$ cat src/rtl/wb_common_pkg.sv
// Shared Wishbone definitions for the width-converter bridges: bus constants,
// the bridge FSM state type and a constant-safe clog2.
package wb_common_pkg;

  localparam logic [2:0] CTI_CLASSIC = 3'b000;
  localparam logic [1:0] BTE_LINEAR  = 2'b00;

  typedef enum logic [1:0] {
    ST_IDLE = 2'd0,
    ST_REQ  = 2'd1,
    ST_RESP = 2'd2
  } wb_state_t;

  typedef enum logic [1:0] {
    RSP_ACK = 2'd0,
    RSP_ERR = 2'd1,
    RSP_RTY = 2'd2
  } wb_resp_t;

  function automatic int clog2(input int value);
    int r;
    r = 0;
    while ((1 << r) < value) r++;
    return r;
  endfunction

endpackage

$ cat src/rtl/wb_lane_next.sv
// Priority encoder over a lane-active mask: returns the lowest active lane,
// either from lane 0 (start=1) or strictly above the current lane.
module wb_lane_next
  import wb_common_pkg::*;
#(
  parameter int R  = 4,
  parameter int KW = 2
) (
  input  logic [R-1:0]  mask,
  input  logic [KW-1:0] cur,
  input  logic          start,
  output logic [KW-1:0] nxt,
  output logic          none
);

  // Scan downwards so the lowest qualifying lane is the last one written.
  always_comb begin
    nxt  = '0;
    none = 1'b1;
    for (int i = R - 1; i >= 0; i--) begin
      if (mask[i] && (start || (i > int'(cur)))) begin
        nxt  = KW'(i);
        none = 1'b0;
      end
    end
  end

endmodule

$ cat src/rtl/wb_data_split.sv
// Wishbone data-width downsizer: one wide master access becomes one narrow
// slave beat per selected sub-word, in address order, with a single response.
module wb_data_split
  import wb_common_pkg::*;
#(
  parameter int aw         = 32,
  parameter int mdw        = 32,
  parameter int sdw        = 8,
  parameter int BIG_ENDIAN = 1
) (
  input  logic             wb_clk_i,
  input  logic             wb_rst_i,
  input  logic [aw-1:0]    wbm_adr_i,
  input  logic [mdw-1:0]   wbm_dat_i,
  input  logic [mdw/8-1:0] wbm_sel_i,
  input  logic             wbm_we_i,
  input  logic             wbm_cyc_i,
  input  logic             wbm_stb_i,
  input  logic [2:0]       wbm_cti_i,
  input  logic [1:0]       wbm_bte_i,
  output logic [mdw-1:0]   wbm_dat_o,
  output logic             wbm_ack_o,
  output logic             wbm_err_o,
  output logic             wbm_rty_o,
  output logic [aw-1:0]    wbs_adr_o,
  output logic [sdw-1:0]   wbs_dat_o,
  output logic [sdw/8-1:0] wbs_sel_o,
  output logic             wbs_we_o,
  output logic             wbs_cyc_o,
  output logic             wbs_stb_o,
  output logic [2:0]       wbs_cti_o,
  output logic [1:0]       wbs_bte_o,
  input  logic [sdw-1:0]   wbs_dat_i,
  input  logic             wbs_ack_i,
  input  logic             wbs_err_i,
  input  logic             wbs_rty_i
);

  localparam int R    = mdw / sdw;
  localparam int KW   = clog2(R);
  localparam int SB   = sdw / 8;
  localparam int MB   = mdw / 8;
  localparam int SOFF = clog2(SB);

  // Handshake: the master request is taken when cyc&stb are high in IDLE and
  // answered by a one-cycle ack/err/rty. Each slave beat is offered while
  // wbs_cyc_o&wbs_stb_o are high and completes on the first cycle ack, err or
  // rty is seen; stb then drops for at least one cycle (classic, no pipelining).

  wb_state_t      state, state_d;
  wb_resp_t       resp_q, resp_d;
  logic [aw-1:0]  adr_q, adr_d;
  logic [mdw-1:0] dat_q, dat_d;
  logic [MB-1:0]  sel_q, sel_d;
  logic [KW-1:0]  k_q, k_d;
  logic [aw-1:0]  sadr_d;
  logic [sdw-1:0] sdat_d;
  logic [SB-1:0]  ssel_d;
  logic           swe_d, scyc_d, sstb_d;
  logic [mdw-1:0] mdat_d;
  logic           ack_d, err_d, rty_d;
  logic [R-1:0]   act_mask;
  logic [KW-1:0]  lane_nxt;
  logic           lane_none;
  logic           resp_out;
  logic           unused_burst;

  assign wbs_cti_o    = CTI_CLASSIC;
  assign wbs_bte_o    = BTE_LINEAR;
  assign unused_burst = ^{wbm_cti_i, wbm_bte_i};
  assign resp_out     = wbm_ack_o | wbm_err_o | wbm_rty_o;

  function automatic int lane_pos(input logic [KW-1:0] k);
    if (BIG_ENDIAN != 0) return R - 1 - int'(k);
    else return int'(k);
  endfunction

  function automatic logic [SB-1:0] lane_sel(input logic [MB-1:0] sel, input logic [KW-1:0] k);
    return sel[lane_pos(k)*SB +: SB];
  endfunction

  function automatic logic [sdw-1:0] lane_dat(input logic [mdw-1:0] d, input logic [KW-1:0] k);
    return d[lane_pos(k)*sdw +: sdw];
  endfunction

  function automatic logic [aw-1:0] lane_adr(input logic [aw-1:0] a, input logic [KW-1:0] k);
    logic [aw-1:0] base;
    base = a & ~aw'(MB - 1);
    return base | (aw'(k) << SOFF);
  endfunction

  // In IDLE the mask comes straight from the bus so the first lane is known
  // at the accept edge; afterwards it comes from the latched selects.
  always_comb begin
    act_mask = '0;
    for (int i = 0; i < R; i++) begin
      act_mask[i] = (state == ST_IDLE) ? (|lane_sel(wbm_sel_i, KW'(i)))
                                       : (|lane_sel(sel_q, KW'(i)));
    end
  end

  wb_lane_next #(
    .R  (R),
    .KW (KW)
  ) u_lane_next (
    .mask  (act_mask),
    .cur   (k_q),
    .start (state == ST_IDLE),
    .nxt   (lane_nxt),
    .none  (lane_none)
  );

  always_comb begin
    state_d = state;
    resp_d  = resp_q;
    adr_d   = adr_q;
    dat_d   = dat_q;
    sel_d   = sel_q;
    k_d     = k_q;
    sadr_d  = wbs_adr_o;
    sdat_d  = wbs_dat_o;
    ssel_d  = wbs_sel_o;
    swe_d   = wbs_we_o;
    scyc_d  = wbs_cyc_o;
    sstb_d  = wbs_stb_o;
    mdat_d  = wbm_dat_o;
    ack_d   = 1'b0;
    err_d   = 1'b0;
    rty_d   = 1'b0;
    unique case (state)
      ST_IDLE: begin
        // The cycle carrying our previous response still sees the master's
        // old strobe; it must not start a second access.
        if (wbm_cyc_i && wbm_stb_i && !resp_out) begin
          adr_d  = wbm_adr_i;
          dat_d  = wbm_dat_i;
          sel_d  = wbm_sel_i;
          swe_d  = wbm_we_i;
          mdat_d = '0;
          if (lane_none) begin
            resp_d  = RSP_ACK;
            state_d = ST_RESP;
          end else begin
            k_d     = lane_nxt;
            sadr_d  = lane_adr(wbm_adr_i, lane_nxt);
            sdat_d  = lane_dat(wbm_dat_i, lane_nxt);
            ssel_d  = lane_sel(wbm_sel_i, lane_nxt);
            scyc_d  = 1'b1;
            sstb_d  = 1'b1;
            state_d = ST_REQ;
          end
        end
      end
      ST_REQ: begin
        if (!wbm_cyc_i) begin
          scyc_d  = 1'b0;
          sstb_d  = 1'b0;
          state_d = ST_IDLE;
        end else if (wbs_stb_o) begin
          if (wbs_err_i || wbs_rty_i) begin
            resp_d  = wbs_err_i ? RSP_ERR : RSP_RTY;
            scyc_d  = 1'b0;
            sstb_d  = 1'b0;
            state_d = ST_RESP;
          end else if (wbs_ack_i) begin
            if (!wbs_we_o) mdat_d[lane_pos(k_q)*sdw +: sdw] = wbs_dat_i;
            sstb_d = 1'b0;
            if (lane_none) begin
              resp_d  = RSP_ACK;
              scyc_d  = 1'b0;
              state_d = ST_RESP;
            end else begin
              k_d = lane_nxt;
            end
          end
        end else begin
          // Gap cycle: present the next beat from the latched request.
          sadr_d = lane_adr(adr_q, k_q);
          sdat_d = lane_dat(dat_q, k_q);
          ssel_d = lane_sel(sel_q, k_q);
          sstb_d = 1'b1;
        end
      end
      ST_RESP: begin
        ack_d   = (resp_q == RSP_ACK);
        err_d   = (resp_q == RSP_ERR);
        rty_d   = (resp_q == RSP_RTY);
        state_d = ST_IDLE;
      end
      default: state_d = ST_IDLE;
    endcase
  end

  always_ff @(posedge wb_clk_i or posedge wb_rst_i) begin
    if (wb_rst_i) begin
      state     <= ST_IDLE;
      resp_q    <= RSP_ACK;
      adr_q     <= '0;
      dat_q     <= '0;
      sel_q     <= '0;
      k_q       <= '0;
      wbs_adr_o <= '0;
      wbs_dat_o <= '0;
      wbs_sel_o <= '0;
      wbs_we_o  <= 1'b0;
      wbs_cyc_o <= 1'b0;
      wbs_stb_o <= 1'b0;
      wbm_dat_o <= '0;
      wbm_ack_o <= 1'b0;
      wbm_err_o <= 1'b0;
      wbm_rty_o <= 1'b0;
    end else begin
      state     <= state_d;
      resp_q    <= resp_d;
      adr_q     <= adr_d;
      dat_q     <= dat_d;
      sel_q     <= sel_d;
      k_q       <= k_d;
      wbs_adr_o <= sadr_d;
      wbs_dat_o <= sdat_d;
      wbs_sel_o <= ssel_d;
      wbs_we_o  <= swe_d;
      wbs_cyc_o <= scyc_d;
      wbs_stb_o <= sstb_d;
      wbm_dat_o <= mdat_d;
      wbm_ack_o <= ack_d;
      wbm_err_o <= err_d;
      wbm_rty_o <= rty_d;
    end
  end

endmodule

$ cat config.mk
export PLATFORM = sky130hd
export DESIGN_NAME = wb_data_split
export DESIGN_NICKNAME = d
export VERILOG_FILES = /design/src/rtl/wb_common_pkg.sv /design/src/rtl/wb_lane_next.sv /design/src/rtl/wb_data_split.sv
export SDC_FILE = /design/constraint.sdc
export NUM_CORES = 1
export LEC_CHECK = 0
export BUFFER_PORTS_ARGS = -buffer_cell sky130_fd_sc_hd__buf_2
export CELL_PAD_IN_SITES_DETAIL_PLACEMENT = 1
export CELL_PAD_IN_SITES_GLOBAL_PLACEMENT = 2
export CORE_ASPECT_RATIO = 0.8
export CORE_MARGIN = 10
export CORE_UTILIZATION = 30
export CTS_BUF_LIST = sky130_fd_sc_hd__clkbuf_8
export DETAILED_ROUTE_END_ITERATION = 8
export GPL_ROUTABILITY_DRIVEN = 1
export PLACE_DENSITY_LB_ADDON = 0.1
export SYNTH_ARGS = -nofsm -noshare
export SYNTH_HDL_FRONTEND = slang
export SYNTH_SLANG_ARGS = --single-unit
$ cat constraint.sdc
create_clock -name wb_clk_i -period 13.7 [get_ports wb_clk_i]
set_clock_uncertainty 0.1 [all_clocks]
set_input_delay 2.74 -clock wb_clk_i [delete_from_list [all_inputs] [get_ports wb_clk_i]]
set_output_delay 2.74 -clock wb_clk_i [all_outputs]
set_load 0.1 [all_outputs]
# After elaboration in Yosys (flattened, before gate mapping)
# Cells that the tools add are included.
# classes
n_mux	86
order_cmp	3
add_sub_neg	3
reduce_logical	22
n_eq_ne	16
n_bitwise	4
shifts	6
# op_table
operator	n
32-bit 2-to-1 mux	16
29-bit 2-to-1 mux	6
32-bit one-hot mux with 2 select lines	2
32-bit by 2-bit OR with 32-bit output	2
32-bit by 32-bit variable part select with 8-bit output	2
4-bit by 32-bit variable part select with 1-bit output	2
2-bit 2-to-1 mux	24
32-bit negation with 33-bit output	1
8-bit by 33-bit variable shift with 32-bit output (first input constant)	1
8-bit by 33-bit variable part select with 32-bit output	1
32-bit bitwise mux	1
8-bit 2-to-1 mux	4
1-bit 2-to-1 mux	26
2-bit != test (second input constant)	8
8-bit one-hot mux with 2 select lines	1
2-bit one-hot mux with 2 select lines	3
6-bit AND reduction	2
5-bit AND reduction	2
4-bit != test (second input constant)	2
7-bit AND reduction	1
1-bit logical AND	6
3-bit != test (second input constant)	2
1-bit one-hot mux with 2 select lines	3
2-bit by 2-bit subtractor with 3-bit output (first input constant)	2
other kinds (12)	20
# totals
reg_bits	153
output_inout_bits	84
elab_cells	156
in_bits	89

# Longest topological paths before layout
# Gate-level depths: netlist (run 1).
# depth
word_depth	16
mapped_depth	10
depth_no_buf	7

# Cells and area by module
# From an unflattened synthesis (run 1), not the netlist that was laid out.
# hier_totals
cells_unflattened	757
area_unflattened_um2	7290.7
# by_module_without_submodules
mod	area_each_um2	seq_area_each_um2	n_inst	cells_each
wb_data_split	7191.9	3778.6	1	740
wb_lane_next	98.8	0.0	1	17

# Worst setup path before layout (run 1)
# No wires, ideal clock.
# synth_timing
path_type	input port to flip-flop
start	input wbm_sel_i[0]
end	register resp_q[0]
arrival_ps	3973
setup_time_ps	121
path_stages	5
required_ps	13479
setup_slack_ps	9506
n_path_buf	0
cell_sequence	or4_4 -> o31a_2 -> o32ai_2 -> nand2_1 -> a22o_1
# synth_via
elab_chain_cells	12
elab_cells_between_ends	13
classes_between	mux (12); reduce/logical (1)
# synth_rtl
element	line_no	source
start: declaration	wb_data_split.sv:15	input logic [mdw/8-1:0] wbm_sel_i,
1-bit 2-to-1 mux *	wb_data_split.sv:97	act_mask[i] = (state == ST_IDLE) ? (|lane_sel(wbm_sel_i, KW'(i)))
1-bit logical AND *	wb_lane_next.sv:21	if (mask[i] && (start || (i > int'(cur)))) begin
1-bit 2-to-1 mux * (4 in a row)	wb_lane_next.sv:21	
2-bit 2-to-1 mux *	-	
2-bit 2-to-1 mux (4 in a row)	-	
2-bit one-hot mux with 2 select lines *	-	
end signal: assignment	wb_data_split.sv:214	resp_q <= resp_d;
end: declaration	wb_data_split.sv:51	wb_resp_t resp_q, resp_d;
# Every way passes the cells marked *; elsewhere a longest branch is shown, timed or not. The select of a mux whose other input is x is not followed.
# A chain may end at the register's enable or synchronous reset.

# Final worst setup path (run 1)
# layout_timing
start	input wbm_cyc_i
end	register wbs_dat_o[1]
# layout_via
elab_chain_cells	4
elab_cells_between_ends	5
classes_between	eq/ne (2); reduce/logical (3)
# layout_rtl
element	line_no	source
start: declaration	wb_data_split.sv:17	input logic wbm_cyc_i,
1-bit logical AND (2 in a row)	wb_data_split.sv:134	if (wbm_cyc_i && wbm_stb_i && !resp_out) begin
2-bit != test (no line)	-	
5-bit AND reduction (no line) *	-	
end signal: assignment	wb_data_split.sv:220	wbs_dat_o <= sdat_d;
end: declaration	wb_data_split.sv:26	output logic [sdw-1:0] wbs_dat_o,
# Every way passes the cells marked *; elsewhere a longest branch is shown, timed or not.

==> results.md, run 1 <==
Run status:
- The run finished with clean final reports.

Detailed routing:
- After detailed routing, the met3 layer carries 853 um of wire.
- The detailed router's first-iteration violation count is 309.
- Signal routing reaches up to met4.
- In the routed design, unresolved DRC markers number 0.
- The detailed router put a total of ~12000 um of wire on met1.
- The via density per instance is 4.849.
- The total routed wirelength is 23910 um.
- After detailed routing, the average wire length per cell comes to 19.60 um.
- The routed layout has 5916 vias.
- The length of routed met2 wiring is 11020 um.
- Once detail routing completed, the nets flagged for antenna violations numbered 0.
- The total iterations of the first detailed-routing run is 5.

Setup path:
- The worst register-to-register path has a setup slack of 10270 ps.
- The kind of end point of the critical path is a flop.
- Traced cell by cell, the critical path runs through buf_2 -> nor4b_4 -> and3_2 -> buf_4 -> o22a_4 -> o21ai_1 -> o31ai_1.
- The launching element type of the critical path is an input port.
- The highest cell delay on the worst timing path is ~780 ps.
- The critical path is of the in -> reg type.
- The worst-path maximum fanout is between 70 and 80.
- The arrival time at the worst endpoint is 5420 ps.
- The slowest stage of the critical path belongs to the cell sky130_fd_sc_hd__o22a_4.
- The worst path required time is 13960 ps.

Synth:
- The synthesized area per cell is 9.648 um2.
- Counting every instance in the synthesized netlist gives between 700 and 800.
- The netlist uses 63 different library cells.
- The synthesized-area fraction occupied by and/or/nand/nor cells is 0.2006.
- Of the total synthesized cell area, the portion taken by full adders, half adders and majority gates is 0.008588.
- The cell area that synthesis handed to floorplanning was between 7000 and 8000 um2.
- In the synthesized netlist the async set-or-reset flop fraction comes to 1.000.
- For this run, the number of Yosys warnings is 0.
- In the synthesized netlist the dominant register cell turns out to be sky130_fd_sc_hd__dfrtp_1.
- Of the post-synthesis cell area, the part taken by muxes is 0.09722.
- The synthesized flop and latch total is 151.
- The share of the yosys chip area belonging to registers is 0.5187.
- Counting flops with a built-in enable in the synthesized netlist gives 0.
- Of the total synthesized cell area, the portion taken by XOR and XNOR cells is 0.
- The fraction of the mapped netlist area in compound gates is 0.1132.
- After synthesis, the largest family of logic cells by area is simple AND/OR/NAND/NOR gates.

Layout:
- The number of fillers in the final layout is 2766.
- The fraction of layout instances using a drive strength above 1 is 0.2621.
- The number of nets in the final layout is 989.
- 0 antenna diodes ended up in the layout.
- The leading cell type in the layout, fill and taps excluded is sky130_fd_sc_hd__nand2_1.
- The area added between synthesis and finish is 18.76%.
- At the end of the flow the core is filled with cells to 0.3658.
- The library cells used most frequently in the layout, excluding fill and tap cells, are sky130_fd_sc_hd__nand2_1, sky130_fd_sc_hd__buf_2, sky130_fd_sc_hd__dfrtp_1.

Clock tree:
- The maximum root-to-sink buffer count is 2.
- In this run the post-CTS setup repair buffer count came out at 0.
- After clock tree synthesis, the clock-pin slew on the worst setup and hold paths is about 90 ps.
- The number of sinks handled by clock tree synthesis is 151.
- The CTS buffer count is 17.
- The total of hold buffers inserted after clock tree synthesis is 0.
- The CTS tree is built.
- The total number of H-tree levels is 4.
- Post-CTS repair changed the size of 0 cells.
- Clock tree synthesis selected as its root buffer the cell sky130_fd_sc_hd__clkbuf_8.
- The insertion delay of the later-clocked pin in the worst-skew pair is 460 ps.

Timing:
- The transition at the pin with the smallest max-transition slack is around 1100 ps.
- Across all setup checks in the final design, the least slack found is 8539 ps.
- The final hold violation count is 0.
- The count of final setup violators is 0.
- Derived from the worst setup path, the maximum achievable clock frequency is 193.8 MHz.
- In the final timing run, aggregate negative setup slack is 0 ps.
- The final max-slew violation count is 0.
- Setup repair after global routing left no endpoint under its margin.
- The worst-case headroom to the max-slew limit is 0.2890.
- Dividing the final minimum period by the clock period gives 0.3767.
- The time the final worst path needs with I/O delays and setup is 5161 ps.

Global route:
- After global routing the overflow that remains totals 0.
- The first global-routing pass estimated roughly 38000 um of wire.
- The total global-route track usage is 0.1527.
- The largest net degree at the start of global routing is 89.
- The number of antenna violations at the first check in global routing is 0.
- The via count of the first global-routing pass is 6464.

Floorplan:
- The placeable core region is 23650 um2.
- Pin placement for this block handled 173 I/O pins.
- The overall die height is 159.4 um.
- The initial cell density of the core is 0.3080.
- The number of core rows is 50.
- Measured along the x axis, the die boundary spans between 150 and 200 um.
- The die covers 30950 um2.

Min path:
- The min-delay analysis places its worst path in the category reg -> reg.

Pwr:
- The leakage power of the design is 4.133 nW.
- The total power density per cell area is between 200 and 300 nW/um2.
- Across the VDD grid, the largest voltage drop is 125.6 uV.

Run:
- Max-cap violations in this run came to 0.

Place:
- Buffers placed on the I/O ports in this run total 160.
- The setup slack after placement is about 8000 ps.
- Routability-driven placement finished with a final weighted congestion of 0.7475.
- Summed over all nets, the half-perimeter wirelength after detailed placement is 16570 um.
worst paths after layout:
kind                            cells past startpoint                       end                startpoint
min in group asynchronous                           2      adr_q[3]$_DFFE_PP0P_                  wb_rst_i
worst min-delay path                                2  wbs_dat_o[3]$_DFFE_PP0P_  wbs_dat_o[3]$_DFFE_PP0P_
worst min register to register                      2  wbs_dat_o[3]$_DFFE_PP0P_  wbs_dat_o[3]$_DFFE_PP0P_
worst max-delay path                                7  wbs_dat_o[1]$_DFFE_PP0P_                 wbm_cyc_i
worst max register to register                      6  wbs_dat_o[1]$_DFFE_PP0P_      state[0]$_DFFE_PP0P_
max in group asynchronous                           3     dat_q[31]$_DFFE_PP0P_                  wb_rst_i
per-layer routing:
layer,global-route usage,vias to the layer above
li1,-,2793
met1,0.2094,3010
met2,0.2383,102
met3,0.03531,11
met4,0.03457,0
met5,0,-
state kept, by name, summed over array words and instances (netlist names):
name	flops
adr_q	30
dat_q	32
k_q	2
resp_q	2
sel_q	4
state	2
wbm_ack_o	1
wbm_dat_o	32
wbm_err_o	1
wbm_rty_o	1
wbs_adr_o	32
wbs_cyc_o	1
wbs_dat_o	8
wbs_sel_o	1
wbs_stb_o	1
wbs_we_o	1
kinds of logic after synthesis:
family / count (synthesis)
flops: 151
fa+ha+maj: 5
other cells: 1
simple gates: 349
compound gates: 108
buf+inv: 83
mux: 58
critical path: cells and delay by family:
kind	cells	cell delay, ps
buffers and inverters	2	870
AOI/OAI and AO/OA	3	1170
and+or+nand+nor	2	550
synth_stat cells (all sizes together) (9+ instances only):
cell type    n  area [um2]
a211oi      11       82.58
dfrtp      151        3779
clkbuf      16       60.06
o21ai       13       80.08
nand2      271        1017
mux2        12       135.1
nor2        40       155.1
o21a        17       127.6
buf         31       250.2
mux4         9       202.7
a31oi       33       206.5
mux2i       37       370.4
inv         36       135.1
area by class of cell:
type / count / area, um2 / share of cell area
Tap cell: 312 / 390.4 / 0.04513
Multi-Input combinational cell: 525 / 3092 / 0.3574
Clock inverter: 15 / 185.2 / 0.02141
Timing Repair Buffer: 164 / 830.8 / 0.09604
Clock buffer: 17 / 234.0 / 0.02705
Sequential cell: 151 / 3779 / 0.4368
Inverter: 36 / 140.1 / 0.01620
metrics by stage:
step | power, W | instance area (um2) | instances | hold WS, ps
2_1_floorplan | 0.001701 | 7300 | 759 | 340.3
3_3_place_gp | 0.001925 | 8232 | 1188 | 356.9
3_5_place_dp | 0.001957 | 8232 | 1188 | 362.6
4_1_cts | 0.002337 | 8651 | 1220 | 386.0
5_1_grt | 0.002451 | 8651 | 1220 | 411.0
6_report | 0.002304 | 8651 | 1220 | 381.8
power breakdown:
| group | internal (W) | switching (W) | total (W) |
|---|---|---|---|
| logic | 0.000280 | 0.000905 | 0.00118 |
| registers | 0.000616 | 0.000128 | 0.000744 |
| clock network | 0.000171 | 0.000205 | 0.000375 |
(Power assumes the default switching activity.)
==> inputs of run 2 (changes only) <==
clock period = 4.9 ns   (was 13.7 ns; I/O delays follow)
==> results.md, run 2 (synthesis results as in run 1) <==
Timing:
- The worst-case headroom to the max-slew limit is 0.3133.
- Setup violations remaining at the end of the flow were counted as 0.
- Counting I/O delays and the setup requirement, the final critical path takes approximately 3300 ps.
- Final hold analysis gives a worst-case slack of about 380 ps.
- The part of the cycle the worst path needs is 0.6684.
- The final hold violation count is 0.
- The maximum clock frequency is 305.3 MHz.
- Setup repair after global routing left no endpoint under its margin.
- The final max-slew violation count is 0.
- The transition at the pin with the smallest max-transition slack is approximately 1000 ps.
- The setup TNS after final layout is 0 ps.

Global route:
- The number of antenna violations at the first check in global routing is 0.
- The overall overflow remaining after global route is 0.
- The via count of the first global-routing pass is 6559.
- The global-route wire length before repair is 38150 um.
- The largest net degree at the start of global routing is 85.
- The total global-route track usage is 0.1550.

Pwr:
- In this run the power density over the cells is between 700 and 800 nW/um2.
- The sequential fraction of design power is 0.325.
- Of the total power, combinational logic draws 0.517.
- The switching share of power is 0.5364.
- The leakage power of the design is 4.117 nW.
- The share of total power dissipated in the clock network is 0.158.
- The worst vdd rail ir drop is between 300 and 400 uV.
- The internal power of the cells totals 0.002972 W.
- The power spent charging and discharging nets is 0.003438 W.

Detailed routing:
- In the final routing, the length of wire on met1 measures approximately 11000 um.
- The average detailed-routed wire length per instance is 19.61 um.
- The detailed router's first-iteration violation count is 367.
- The first detailed-routing pass took 4 iterations.
- The topmost layer with routed signal wires is met4.
- The met3 wire length is slightly below 900 um.
- The post-route DRC violation count is 0.
- In the routed layout, each cell is associated on average with a via count of 4.772.
- The routed layout has slightly below 6000 vias.
- The length of routed met2 wiring is 11420 um.
- The detail route stage leaves a number of antenna-violating nets equal to 0.
- The total routed wirelength is 23950 um.

Setup path:
- The kind of end point of the critical path is a flop.
- The critical path ends at wbs_dat_o[6]$_DFFE_PP0P_.
- In this run the worst path has a maximum fanout of 15.
- STA classifies the critical path startpoint as a flop.
- Among all stages on the critical path, the largest delay is contributed by sky130_fd_sc_hd__dfrtp_1.
- For the worst setup path, the data required time is 5170 ps.
- The start point of the critical path is k_q[0]$_DFFE_PP0P_.
- The startpoint identified for the worst register-to-register timing path is k_q[0]$_DFFE_PP0P_.
- The worst register-to-register path ends at wbs_dat_o[6]$_DFFE_PP0P_.
- The critical path goes through inv_1 -> ha_1 -> nor3b_2 -> mux2i_1 -> a41oi_2 -> o221ai_1 -> o22ai_1.
- In this run the register-to-register setup slack is roughly 1600 ps.
- The number of cells on the worst reg-to-reg path is 7.
- The arrival time at the worst endpoint is 3550 ps.
- The highest cell delay on the worst timing path is 910 ps.
- The setup path with the least slack is of type reg -> reg.

Clock tree:
- The maximum root-to-sink buffer count is 2.
- Once the clock tree was built, the resizer swapped 0 gates to a different size.
- The clock transition at the register clock pins on the worst setup and hold paths after CTS is around 90 ps.
- After clock tree synthesis, the setup repair step added 0 buffers.
- The insertion delay of the later-clocked pin in the worst-skew pair is 460 ps.
- After clock tree synthesis, the flow added hold-fix buffers numbering 0.
- TritonCTS built the clock tree.
- Clock tree synthesis inserted a total of 17 buffers.
- The cell sitting at the root of the clock tree is a sky130_fd_sc_hd__clkbuf_8.
- The total number of H-tree levels is 4.
- The number of sinks handled by clock tree synthesis is 151.

Layout:
- In the final layout, the share of cells above drive strength 1 is 0.2629.
- The area growth from synthesis to layout is 18.81%.
- 0 antenna diodes ended up in the layout.
- Counting the fill cells in the layout gives 2756.
- In the layout the commonest cells are sky130_fd_sc_hd__nand2_1, sky130_fd_sc_hd__buf_2, sky130_fd_sc_hd__dfrtp_1.
- In the final layout, the registers with the most flip-flops are dat_q: 32 flops, wbm_dat_o: 32 flops, wbs_adr_o: 32 flops.
- After the last flow step, the layout net total stands at roughly 1000.
- Leaving out fill and tap cells, the most frequent cell in the layout is sky130_fd_sc_hd__nand2_1.

Floorplan:
- The total area inside the core boundary comes to 23650 um2.
- The number of primary I/O pins is about 170.
- The floorplan has 50 rows.
- The floorplan step set the die height to between 150 and 200 um.
- The die covers 30950 um2.
- The x dimension of the die is 194.2 um.
- The initial cell density of the core is 0.3080.

Place:
- The number of I/O port buffers is 160.
- The total half-perimeter wirelength after legalization and detailed placement is about 17000 um.
- Routability-driven placement finished with a final weighted congestion of around 0.75.

Run:
- The max-cap check violation count is 0.

Run status:
- The run finished with clean final reports.

Min path:
- In this run the worst hold path is classified as reg -> reg.
run 2: cell count changes in the layout (fill, tap and decap cells not counted), sizes merged:
cell and change:
clkinv -3, buf +1, clkinvlp +5, inv -2
run 2: metal layers:
metal | global-route usage | vias to the layer above
met5 | 0 | -
met4 | 0.03422 | 0
met3 | 0.03636 | 16
met2 | 0.2556 | 98
met1 | 0.2015 | 2919
li1 | - | 2794
run 2: worst min path at each step:
| stage | startpoint | endpoint | slack (ps) | cells after the start |
|---|---|---|---|---|
| 3_5_place_dp | adr_q[29]$_DFFE_PP0P_ | adr_q[29]$_DFFE_PP0P_ | 360 | 2 |
| 4_1_cts | adr_q[29]$_DFFE_PP0P_ | adr_q[29]$_DFFE_PP0P_ | 380 | 2 |
| 2_1_floorplan | dat_q[10]$_DFFE_PP0P_ | dat_q[10]$_DFFE_PP0P_ | 340 | 2 |
| 3_3_place_gp | dat_q[31]$_DFFE_PP0P_ | dat_q[31]$_DFFE_PP0P_ | 360 | 2 |
| 5_1_grt | adr_q[28]$_DFFE_PP0P_ | adr_q[28]$_DFFE_PP0P_ | 420 | 2 |
| 6_report | dat_q[9]$_DFFE_PP0P_ | dat_q[9]$_DFFE_PP0P_ | 380 | 2 |
run 2: layout make-up:
cell class / count / area (um2) / area share
clock inverters: 15 / 170.2 / 0.01966
well taps: 312 / 390.4 / 0.04511
clock buffers: 17 / 234.0 / 0.02703
multi-input cells: 525 / 3092 / 0.3572
repair buffers: 165 / 850.8 / 0.09831
inverters: 36 / 138.9 / 0.01605
flip-flops and latches: 151 / 3779 / 0.4366
run 2: power groups by stage:
stage,sequential [W],clock [W],combinational (W)
floorplan,0.00341,0,0.00135
global placement,0.00209,0,0.00330
detailed placement,0.00212,0,0.00335
CTS,0.00210,0.00105,0.00336
global route,0.00216,0.00110,0.00356
finish,0.00208,0.00102,0.00331
run 2: per-stage QoR:
| step | setup WS, ps | util | area, um2 | std cells | power (W) |
|---|---|---|---|---|---|
| after floorplan | 1917 | - | 7303 | 759 | 0.004756 |
| after global placement | 1320 | 0.3489 | 8250 | 1189 | 0.005385 |
| after detailed placement | 1274 | 0.3489 | 8250 | 1189 | 0.005473 |
| after CTS | 1462 | 0.3660 | 8655 | 1221 | 0.006504 |
| after global routing | 1319 | 0.3660 | 8655 | 1221 | 0.006823 |
| final | 1625 | 0.3660 | 8655 | 1221 | 0.006410 |
run 2: critical path: cells and delay by family (launching register included):
family	cells	cell delay (ps)
flip-flops	1	910
AO/OA/AOI/OAI	3	860
AND/OR/NAND/NOR	1	460
multiplexers	1	350
adder cells (fa/ha/maj)	1	310
buffers and inverters	1	200
